File: config.mk
export PLATFORM = sky130hd
export DESIGN_NAME = grey_hot_monitor
export DESIGN_NICKNAME = d
export VERILOG_FILES = /design/src/rtl/grey_hot_monitor.sv
export SDC_FILE = /design/constraint.sdc
export NUM_CORES = 1
export LEC_CHECK = 0
export CORE_MARGIN = 2
export CORE_UTILIZATION = 45
export CTS_CLUSTER_DIAMETER = 150
export CTS_CLUSTER_SIZE = 8
export DETAILED_ROUTE_END_ITERATION = 8
export GPL_ROUTABILITY_DRIVEN = 0
export PLACE_DENSITY = 0.73
export SLEW_MARGIN = 15
export SYNTH_ARGS = -nofsm -noshare
export SYNTH_HDL_FRONTEND = slang
export SYNTH_SLANG_ARGS = --single-unit
File: constraint.sdc
create_clock -name clk -period 2.3 [get_ports clk]
set_input_delay 0.46 -clock clk [delete_from_list [all_inputs] [get_ports clk]]
set_output_delay 0.46 -clock clk [all_outputs]
set_load 0.02 [all_outputs]
File: src/rtl/grey_hot_monitor.sv
// Checker for the grey-code / one-hot counter stage: decodes each sampled grey
// count, verifies single-step advance and one-hot rotation, and tracks lock.
module grey_hot_monitor #(
    parameter int unsigned WIDTH     = 8,
    parameter int unsigned HOT_W     = 8,
    parameter int unsigned ERR_W     = 8,
    parameter int unsigned LOCK_N    = 4,
    parameter bit          CHECK_HOT = 1'b1
) (
    input  logic             clk,
    input  logic             reset,
    input  logic             en,
    input  logic [WIDTH-1:0] grey_in,
    input  logic [HOT_W-1:0] hot_in,
    input  logic             clr_err,
    output logic [WIDTH-1:0] bin_out,
    output logic             locked,
    output logic             grey_err,
    output logic             hot_err,
    output logic [ERR_W-1:0] err_cnt
);

    localparam int unsigned CNT_W = 4;

    typedef enum logic [1:0] {
        SEEK   = 2'd0,
        ACQ    = 2'd1,
        LOCKED = 2'd2
    } state_t;

    state_t             state_q, state_d;
    logic [CNT_W-1:0]   good_cnt_q, good_cnt_d;
    logic [WIDTH-1:0]   bin_out_q, bin_out_d;
    logic [HOT_W-1:0]   prev_hot_q, prev_hot_d;
    logic               locked_q, locked_d;
    logic               grey_err_q, grey_err_d;
    logic               hot_err_q, hot_err_d;
    logic [ERR_W-1:0]   err_cnt_q, err_cnt_d;

    logic [WIDTH-1:0]   bin_dec;
    logic [HOT_W-1:0]   hot_rot;
    logic               hot_one;
    logic               grey_ok;
    logic               hot_ok;
    logic               sample_ok;

    // bin_out_q doubles as the previous decoded sample
    always_comb begin
        bin_dec = '0;
        for (int i = 0; i < int'(WIDTH); i++) begin
            bin_dec[i] = ^(grey_in >> i);
        end
        hot_rot   = (prev_hot_q << 1) | (prev_hot_q >> (HOT_W - 1));
        hot_one   = (hot_in != '0) && ((hot_in & (hot_in - HOT_W'(1))) == '0);
        grey_ok   = (bin_dec == (bin_out_q + WIDTH'(1)));
        hot_ok    = CHECK_HOT ? (hot_one && (hot_in == hot_rot)) : 1'b1;
        sample_ok = grey_ok && hot_ok;
    end

    always_ff @(posedge clk or posedge reset) begin
        if (reset) begin
            state_q    <= SEEK;
            good_cnt_q <= '0;
        end else begin
            state_q    <= state_d;
            good_cnt_q <= good_cnt_d;
        end
    end

    always_comb begin
        state_d    = state_q;
        good_cnt_d = good_cnt_q;
        if (en) begin
            case (state_q)
                SEEK: begin
                    state_d    = ACQ;
                    good_cnt_d = '0;
                end
                ACQ: begin
                    if (!sample_ok) begin
                        good_cnt_d = '0;
                    end else if (CNT_W'(good_cnt_q + CNT_W'(1)) == CNT_W'(LOCK_N)) begin
                        state_d    = LOCKED;
                        good_cnt_d = '0;
                    end else begin
                        good_cnt_d = CNT_W'(good_cnt_q + CNT_W'(1));
                    end
                end
                LOCKED: begin
                    if (!sample_ok) begin
                        state_d    = ACQ;
                        good_cnt_d = '0;
                    end
                end
                default: begin
                    state_d    = SEEK;
                    good_cnt_d = '0;
                end
            endcase
        end
    end

    // Error pulses and counting only apply to samples judged while locked
    always_comb begin
        bin_out_d  = bin_out_q;
        prev_hot_d = prev_hot_q;
        locked_d   = (state_d == LOCKED);
        grey_err_d = 1'b0;
        hot_err_d  = 1'b0;
        err_cnt_d  = err_cnt_q;
        if (en) begin
            bin_out_d  = bin_dec;
            prev_hot_d = hot_in;
            if (state_q == LOCKED && !sample_ok) begin
                grey_err_d = !grey_ok;
                hot_err_d  = !hot_ok;
                if (err_cnt_q != '1) begin
                    err_cnt_d = ERR_W'(err_cnt_q + ERR_W'(1));
                end
            end
        end
        if (clr_err) begin
            err_cnt_d = '0;
        end
    end

    always_ff @(posedge clk or posedge reset) begin
        if (reset) begin
            bin_out_q  <= '0;
            prev_hot_q <= '0;
            locked_q   <= 1'b0;
            grey_err_q <= 1'b0;
            hot_err_q  <= 1'b0;
            err_cnt_q  <= '0;
        end else begin
            bin_out_q  <= bin_out_d;
            prev_hot_q <= prev_hot_d;
            locked_q   <= locked_d;
            grey_err_q <= grey_err_d;
            hot_err_q  <= hot_err_d;
            err_cnt_q  <= err_cnt_d;
        end
    end

    assign bin_out  = bin_out_q;
    assign locked   = locked_q;
    assign grey_err = grey_err_q;
    assign hot_err  = hot_err_q;
    assign err_cnt  = err_cnt_q;

endmodule
# ---- Word-level counts from Yosys, hierarchy flattened
# Index checks and enable logic that the tools add are counted.
# W data, S select, Z words.
dict set report classes {
  n_addsub 4
  n_eq_ne 8
  muxes 17
  n_bitwise 2
  n_reduce_logical 23
}
# op count
set ops {}
lappend ops {{$reduce_xor A8 Y1} 8}
lappend ops {{$mux W8} 4}
lappend ops {{$add A8 B1 Y8 const B} 2}
lappend ops {{$eq A8 B8 Y1} 2}
lappend ops {{$mux W4} 3}
lappend ops {{$and A8 B8 Y8} 1}
lappend ops {{$logic_not A8 Y1} 1}
lappend ops {{$mux W2} 4}
lappend ops {{$ne A8 B8 Y1 const B} 1}
lappend ops {{$or A8 B1 Y8} 1}
lappend ops {{$pmux W4 S2} 1}
lappend ops {{$reduce_bool A8 Y1} 1}
lappend ops {{$sub A8 B1 Y8 const B} 1}
lappend ops {{$pmux W2 S3} 1}
lappend ops {{$reduce_bool A2 Y1} 3}
lappend ops {{$add A4 B1 Y4 const B} 1}
lappend ops {{$eq A2 B2 Y1 const B} 2}
lappend ops {{$eq A4 B3 Y1 const B} 1}
lappend ops {{$logic_and A1 B1 Y1} 4}
lappend ops {{$mux W1} 4}
lappend ops {{$logic_not A1 Y1} 3}
lappend ops {{$reduce_and A3 Y1} 1}
lappend ops {{$eq A2 B1 Y1 const B} 1}
lappend ops {{$logic_not A2 Y1} 1}
lappend ops {{2 further kinds} 2}
dict set report totals {
  regBits 33
  inputBits 20
  out_inout_bits 19
  elab_cells 62
}

# ---- Logic depth before layout (Yosys ltp)
dict set report depth {
  depth_word 11
  depth_mapped 10
  ltp_nobuf 8
}

# ---- Worst setup path before layout
# Ideal clock, no wire load.
dict set report synth_timing {
  path_kind {input port to flip-flop}
  start {input port grey_in[7]}
  end {register state_q[0]}
  setup_ps 124
  t_arrival_ps 2616
  required_time_ps 2176
  slack_ps -440
  stages 9
  n_path_buf 3
  cell_sequence {buf_6 -> xor3_2 -> or4b_2 -> a31oi_1 -> and4_4 -> buf_6 -> buf_4 -> a31oi_1 -> o31a_1}
}
dict set report synth_via {
  elab_chain_len 6
  word_cells_on_any_way 14
  cone_classes {eq/ne: 1; mux: 4; reduce/logical: 9}
}
# element line_no
set synth_lines {}
lappend synth_lines {{from (decl)} 13} ;# input logic [WIDTH-1:0] grey_in,
lappend synth_lines {{$reduce_xor A8 Y1} 51} ;# bin_dec[i] = ^(grey_in >> i);
lappend synth_lines {{$eq A8 B8 Y1 (*)} 55} ;# grey_ok = (bin_dec == (bin_out_q + WIDTH'(1)));
lappend synth_lines {{$logic_and A1 B1 Y1 (*)} 57} ;# sample_ok = grey_ok && hot_ok;
lappend synth_lines {{$mux W2 (on tied branches)} {90, 80}}
lappend synth_lines {{$pmux W2 S3 (*)} 74} ;# case (state_q)
lappend synth_lines {{$mux W2 (*)} 73} ;# if (en) begin
lappend synth_lines {{via state_d[0]} 31} ;# state_t state_q, state_d;
lappend synth_lines {{to (signal assigned)} 65} ;# state_q <= state_d;
lappend synth_lines {{to (decl)} 31}
# Mark *: on every way through the listed nets, which the timed path passes. The rest lies on a longest branch.
# A chain may end at the register's enable or synchronous reset.

# ---- Final worst setup path
dict set report layout_timing {
  start {input port grey_in[7]}
  end {register err_cnt_q[6] (netlist: err_cnt[6])}
}
dict set report layout_via {
  elab_chain_len 7
  word_cells_on_any_way 14
  cone_classes {eq/ne: 1; reduce/logical: 13}
}
# element line_no
set layout_lines {}
lappend layout_lines {{$reduce_xor A8 Y1} 51}
lappend layout_lines {{$eq A8 B8 Y1 (*)} 55}
lappend layout_lines {{$logic_and A1 B1 Y1 (*)} 57}
lappend layout_lines {{$logic_not A1 Y1 (*)} 114} ;# if (state_q == LOCKED && !sample_ok) begin
lappend layout_lines {{$logic_and A1 B1 Y1 (*)} 114}
lappend layout_lines {{$reduce_bool A2 Y1 (no line) (*)} --}
lappend layout_lines {{$reduce_and A3 Y1 (no line) (*)} --}
lappend layout_lines {{to (signal assigned)} 141} ;# err_cnt_q <= err_cnt_d;
lappend layout_lines {{to (decl)} 38} ;# logic [ERR_W-1:0] err_cnt_q, err_cnt_d;
# Every way passes the cells marked *; elsewhere a longest branch is shown, timed or not.

==> impl_metrics.tcl <==
set metrics [dict create \
    grt_use_total 0.207 \
    p_leak_nw 1.34 \
    dp_hpwl_um 3540 \
    finalCritPeriodShare 1.06 \
    ff2ff_setup_slack_ns -0.06 \
    drc 0 \
    cts_root_buffer "clkbuf_8" \
    dp_cells 332 \
    hold_path_class "flop to flop" \
    endpoint_kind "flop" \
    worstPathArrival_ns 2.63 \
    drv_cap 0 \
    netlist_top_cells_area "dfrtp_1, mux2_2, xnor2_1" \
    io_buffers 38 \
    synthFlopType "dfrtp_1" \
    regArea_sq_um 826 \
    ir_drop_mv 0.409 \
    ys_warn_count 0 \
    dr_total_vias 1973 \
    clkTransAtPathRegs_ns 0.06 \
    synth_nets 241 \
    die_area_sq_mm 0.00526 \
    clockBufferDepth 2 \
    grt_pass1_vias 1919 \
    synth_area_sq_mm 0.00211 \
    ios 39 \
    internal_power_mw 1.31 \
    ys_types 47 \
    design_area_sq_mm 0.00307 \
    antenna_found_initial 0 \
    drive_gt1_frac 0.317 \
    whs_ns 0.530 \
    netlist.area_leader.share 0.391 \
    slew_viol_final 0 \
    start_util 0.476 \
    max_clock_freq_mhz 411 \
    postRouteAntennaNets 0 \
    fin_skew_ns 0.00494 \
    violations "setup timing" \
    finalHoldViolCount 0 \
    finalNetCount 323 \
    rsz0062_at_grt "yes" \
    clock_sinks 33 \
    fill_cells 338 \
    htreeDepth 2 \
    p_seq_frac 0.350 \
    clk_latency_ns 0.28 \
    cts_tree "done" \
    tightest_slew_ns 0.450 \
    async_flop_share 1.00 \
    wl_um 5070 \
    avgRoutedWirePerCell_um 14.4 \
    place_area_sq_mm 0.00276 \
    cts_buffers 5 \
    fin_tns_setup_ns -0.829 \
    ys_ff_latch 33 \
    p_total_mw 1.90 \
    syn2layout_area_growth_pct 45.5 \
    grt_first_pass_wirelength_um 8670 \
    clkPwrFrac 0.245 \
    grt_overflow 0 \
    powerDensity_mw_per_mm2 618 \
    sw_frac_of_total 0.309 \
    fp-row-count 24 \
    die_width_um 72.5 \
    syn_avg_cell_area_sq_um 9.74 \
    die_y_um 72.5 \
    switchingPower_uw 586 \
    path_class "primary input to flop" \
    run_status "finished with violations" \
    setup_viol_count_final 14 \
    final.setup.worst_slack_ns -0.135 \
    start_kind "primary input" \
    core_area_sq_mm 0.00444 \
    yosysSeqAreaShare 0.391 \
    combPwrFrac 0.405 \
    synth-edff-count 0 \
    firstDrtPassIters 4 \
    synth_area_leader_cell "dfrtp_1" \
    fin_crit_ns 2.43 \
    maxSlewHeadroom 0.698 \
    multi_input_area_sq_mm 0.00133 \
    drt-initial-drc-count 108 \
    grt_max_degree 34 \
    cp.required_ns 2.50 \
    num_antenna_cells 0 \
    cp_max_fo 4 \
    synthCells 217 \
    vias_per_cell 5.61 \
    stdcell_count 352 \
]
-- worst paths after layout --
check	startpoint	end	cells after the start
min	prev_hot_q[0]	prev_hot_q[0]	1
max in group asynchronous	reset	prev_hot_q[0]	3
max reg2reg	bin_out[0]	err_cnt[0]	8
max	grey_in[7]	err_cnt[6]	10
min reg2reg	prev_hot_q[0]	prev_hot_q[0]	1
min in group asynchronous	reset	bin_out[6]	3
-- state kept, by name, summed over array words and instances, names as in the netlist --
name,count
grey_err,1
hot_err,1
state_q,2
prev_hot_q,8
err_cnt,8
good_cnt_q,4
bin_out,8
locked,1
-- critical path: stages --
cell and delay (ns):
buf_6 0.07, xor3_2 0.43, buf_6 0.14, buf_6 0.12, xnor3_2 0.23, mux2i_2 0.27
a21oi_4 0.07, and4_4 0.22, or4_4 0.48, a21oi_2 0.14
-- per-layer routing --
layer | track usage | vias up | part of all wire
met5 | 0 | - | 0
met3 | 0.0458 | 5 | 0.057
met2 | 0.344 | 58 | 0.48
met4 | 0.0597 | 0 | 0.0083
met1 | 0.272 | 946 | 0.45
li1 | - | 964 | -
-- repair_timing --
action / CTS / global route
endpoints found under the setup margin: 15 / 15
hold buffers: 0 / 0
cloned: 2 / 0
resized for setup: 50 / 15
buffers inserted: 8 / 3
pin swaps: 24 / 10
-- layout make-up --
cell class	instances	share of cell area
clock inverter	1	0.00163
multi-input combinational	164	0.432
clock buffer	7	0.0313
sequential	33	0.269
inverter	14	0.0171
timing repair buffer	81	0.228
tap	52	0.0212
-- metrics by stage --
step           worst slack (ns)   util
6_report                 -0.135  0.692
5_1_grt                  -0.190  0.692
4_1_cts                  -0.105  0.676
3_5_place_dp             -0.861  0.622
3_3_place_gp             -0.818  0.622
2_1_floorplan            -0.270      -
-- Yosys cell counts (all sizes together) (4+ instances only) --
| library cell | count |
|---|---|
| mux2 | 12 |
| nand3 | 11 |
| mux2i | 4 |
| xor2 | 7 |
| dfrtp | 33 |
| nand2 | 13 |
| xnor2 | 12 |
| ha | 4 |
| o31ai | 6 |
| buf | 5 |
| o21ai | 7 |
| a31oi | 4 |
| or4 | 7 |
| inv | 14 |
| nor2 | 18 |
| a21oi | 17 |
-- power groups by stage --
stage | sequential [mW] | combinational (mW) | clock (mW)
after global placement | 0.671 | 0.646 | 0
after CTS | 0.664 | 0.750 | 0.479
after global routing | 0.672 | 0.832 | 0.507
after floorplan | 0.726 | 0.309 | 0
final | 0.664 | 0.770 | 0.466
after detailed placement | 0.675 | 0.659 | 0
-- cells by family after synthesis --
logic type               count (synthesis)  share of synthesized area
AO/OA/AOI/OAI                           47                      0.142
multiplexers                            16                     0.0829
adder cells (fa/ha/maj)                  4                     0.0237
buffers and inverters                   22                     0.0480
flip-flops                              33                      0.391
XOR/XNOR                                24                      0.134
AND/OR/NAND/NOR                         71                      0.178
-- placed cells by master (no fill, tap or decap), types with 8 or more instances in the layout --
| cell type | count |
|---|---|
| mux2_2 | 11 |
| buf_4 | 36 |
| nand2_1 | 12 |
| nand3_1 | 11 |
| buf_6 | 8 |
| dfrtp_1 | 33 |
| xnor2_1 | 11 |
| nor2_1 | 17 |
| clkdlybuf4s50_1 | 27 |
| inv_1 | 14 |
| a21oi_1 | 12 |
(Power assumes the default switching activity.)
==> edit, RTL diff (same settings) <==
The parameter `WIDTH` goes from 8 to 12.
--- a/src/rtl/grey_hot_monitor.sv
+++ b/src/rtl/grey_hot_monitor.sv
@@ -2,5 +2,5 @@
 // count, verifies single-step advance and one-hot rotation, and tracks lock.
 module grey_hot_monitor #(
-    parameter int unsigned WIDTH     = 8,
+    parameter int unsigned WIDTH     = 12,
     parameter int unsigned HOT_W     = 8,
     parameter int unsigned ERR_W     = 8,
Interface: changed (resized bin_out and grey_in); port bits go from 39 to 47. No check against the original RTL was run, so the function may have changed too.
==> edit against the original RTL <==
Utilization grew 4.7 points. Sequential cell count rose by 4. Non-clock buffer count rose by 52. Area after synthesis rose by 23%. The flow still finishes with violations (negative setup slack). Highest routed layer unchanged. Setup slack worse by 0.33 ns. Global-route usage grew 3.2 points. Synthesized cell count is 26% higher. Register-to-register slack lost 0.28 ns. Routed wire length increased by 45%. First-iteration DRC count is 6.5% higher. Cell area rose by 33%.
Power is not compared: it rests on default switching activity, and its combinational part moved more than twofold at a synthesized area within 25%.
==> edit: results (changes against the original RTL) <==
.. list-table::
   :header-rows: 1

   * - Metric
     - Value
   * - Result of the run
     - finished with violations
   * - Failing checks
     - negative setup slack
   * - Multi-input gate count
     - 219 (+34%)
   * - Wire length on met3
     - 291 um (+1.4%)
   * - Fraction of area in clock buffers and inverters
     - 2.11% (-1.2 points)
   * - Met2 global-route usage
     - 40.8% (+6.4 points)
   * - Max transition margin
     - 62.5% (-7.4 points)
   * - Post-placement setup slack
     - -1.06 ns (-0.201 ns)
   * - Share of cell area taken by multi-input logic gates
     - 44.5% (+1.3 points)
   * - Count of sequential standard cells
     - 37 (+12%)
   * - TNS Setup
     - -6.02 ns (-5.19 ns)
   * - Avg Vias per Cell
     - 5.43 (-3.0%)
   * - Detailed Place HPWL
     - 4840 um (+37%)
   * - Fillcell total
     - 396 (+17%)
   * - Number of global-route vias before repair
     - 2513 (+31%)
   * - Count of non-filler cells in the finished layout
     - 476 (+35%)
   * - FF+latch area
     - 926 um2 (+12%)
   * - Top cells by count, synth
     - 37 x dfrtp_1, 23 x xnor2_1, 17 x nor2_1
   * - Number of nets at the end of the flow
     - 432 (+34%)
   * - Number of distinct standard cells referenced by the synthesized netlist
     - 52 (+11%)
   * - Post-route worst setup slack
     - -0.463 ns (-0.328 ns)
   * - Avg Synthesized Cell Area
     - 9.47 um2 (-2.8%)
   * - Drt wl/cell
     - 15.5 um (+7.5%)
   * - Non-clock buffer count in the final layout
     - 133 (+64%)
   * - Largest cells by area after synthesis
     - dfrtp_1 36%, xnor2_1 7.8%, mux2_2 5.2%
   * - Launch instance of the worst min-delay path
     - prev_hot_q[1]$_DFFE_PP0P_
   * - Layout cells sized above 1
     - 37.4% (+5.7 points)
   * - Final setup violation count
     - 15 (+1)
   * - Worst Hold Path EP
     - prev_hot_q[1]$_DFFE_PP0P_
   * - Overall global routing resource usage
     - 23.9% (+3.2 points)
   * - Placed standard-cell area
     - 3650 um2 (+32%)
   * - Inverters
     - 8 (-6)
   * - Data arrival time of the critical path
     - 2.97 ns (+0.34 ns)
   * - Well-Tap Cells
     - 72 (+38%)
[edit: repair_timing]
action / 4_1_cts / 5_1_grt
resized for setup: 48 / 21
setup endpoints to repair: 17 / 16
pin swaps: 24 / 13
cloned: 1 / 0
buffers inserted: 11 / 6
[edit: where the power goes]
group | internal [uW] | leakage [uW] | total, uW | switching [uW]
clock network | 238 | 0.0000443 | 468 | 230
registers | 729 | 0.000464 | 777 | 48.0
logic | 942 | 0.00128 | 1740 | 798
[edit: kinds of logic (layout without fill, tap and decap cells)]
kind of cell | count (synthesis) | after routing | share of synthesized area [%]
DFF | 37 | 37 | 35.7
buffers and inverters | 18 | 148 | 3.33
xor gates and xnor gates | 38 | 38 | 16.1
AOI/OAI and AO/OA | 56 | 56 | 13.8
and+or+nand+nor | 104 | 104 | 22.0
adders and majority gates | 4 | 4 | 1.93
muxes | 17 | 17 | 7.19
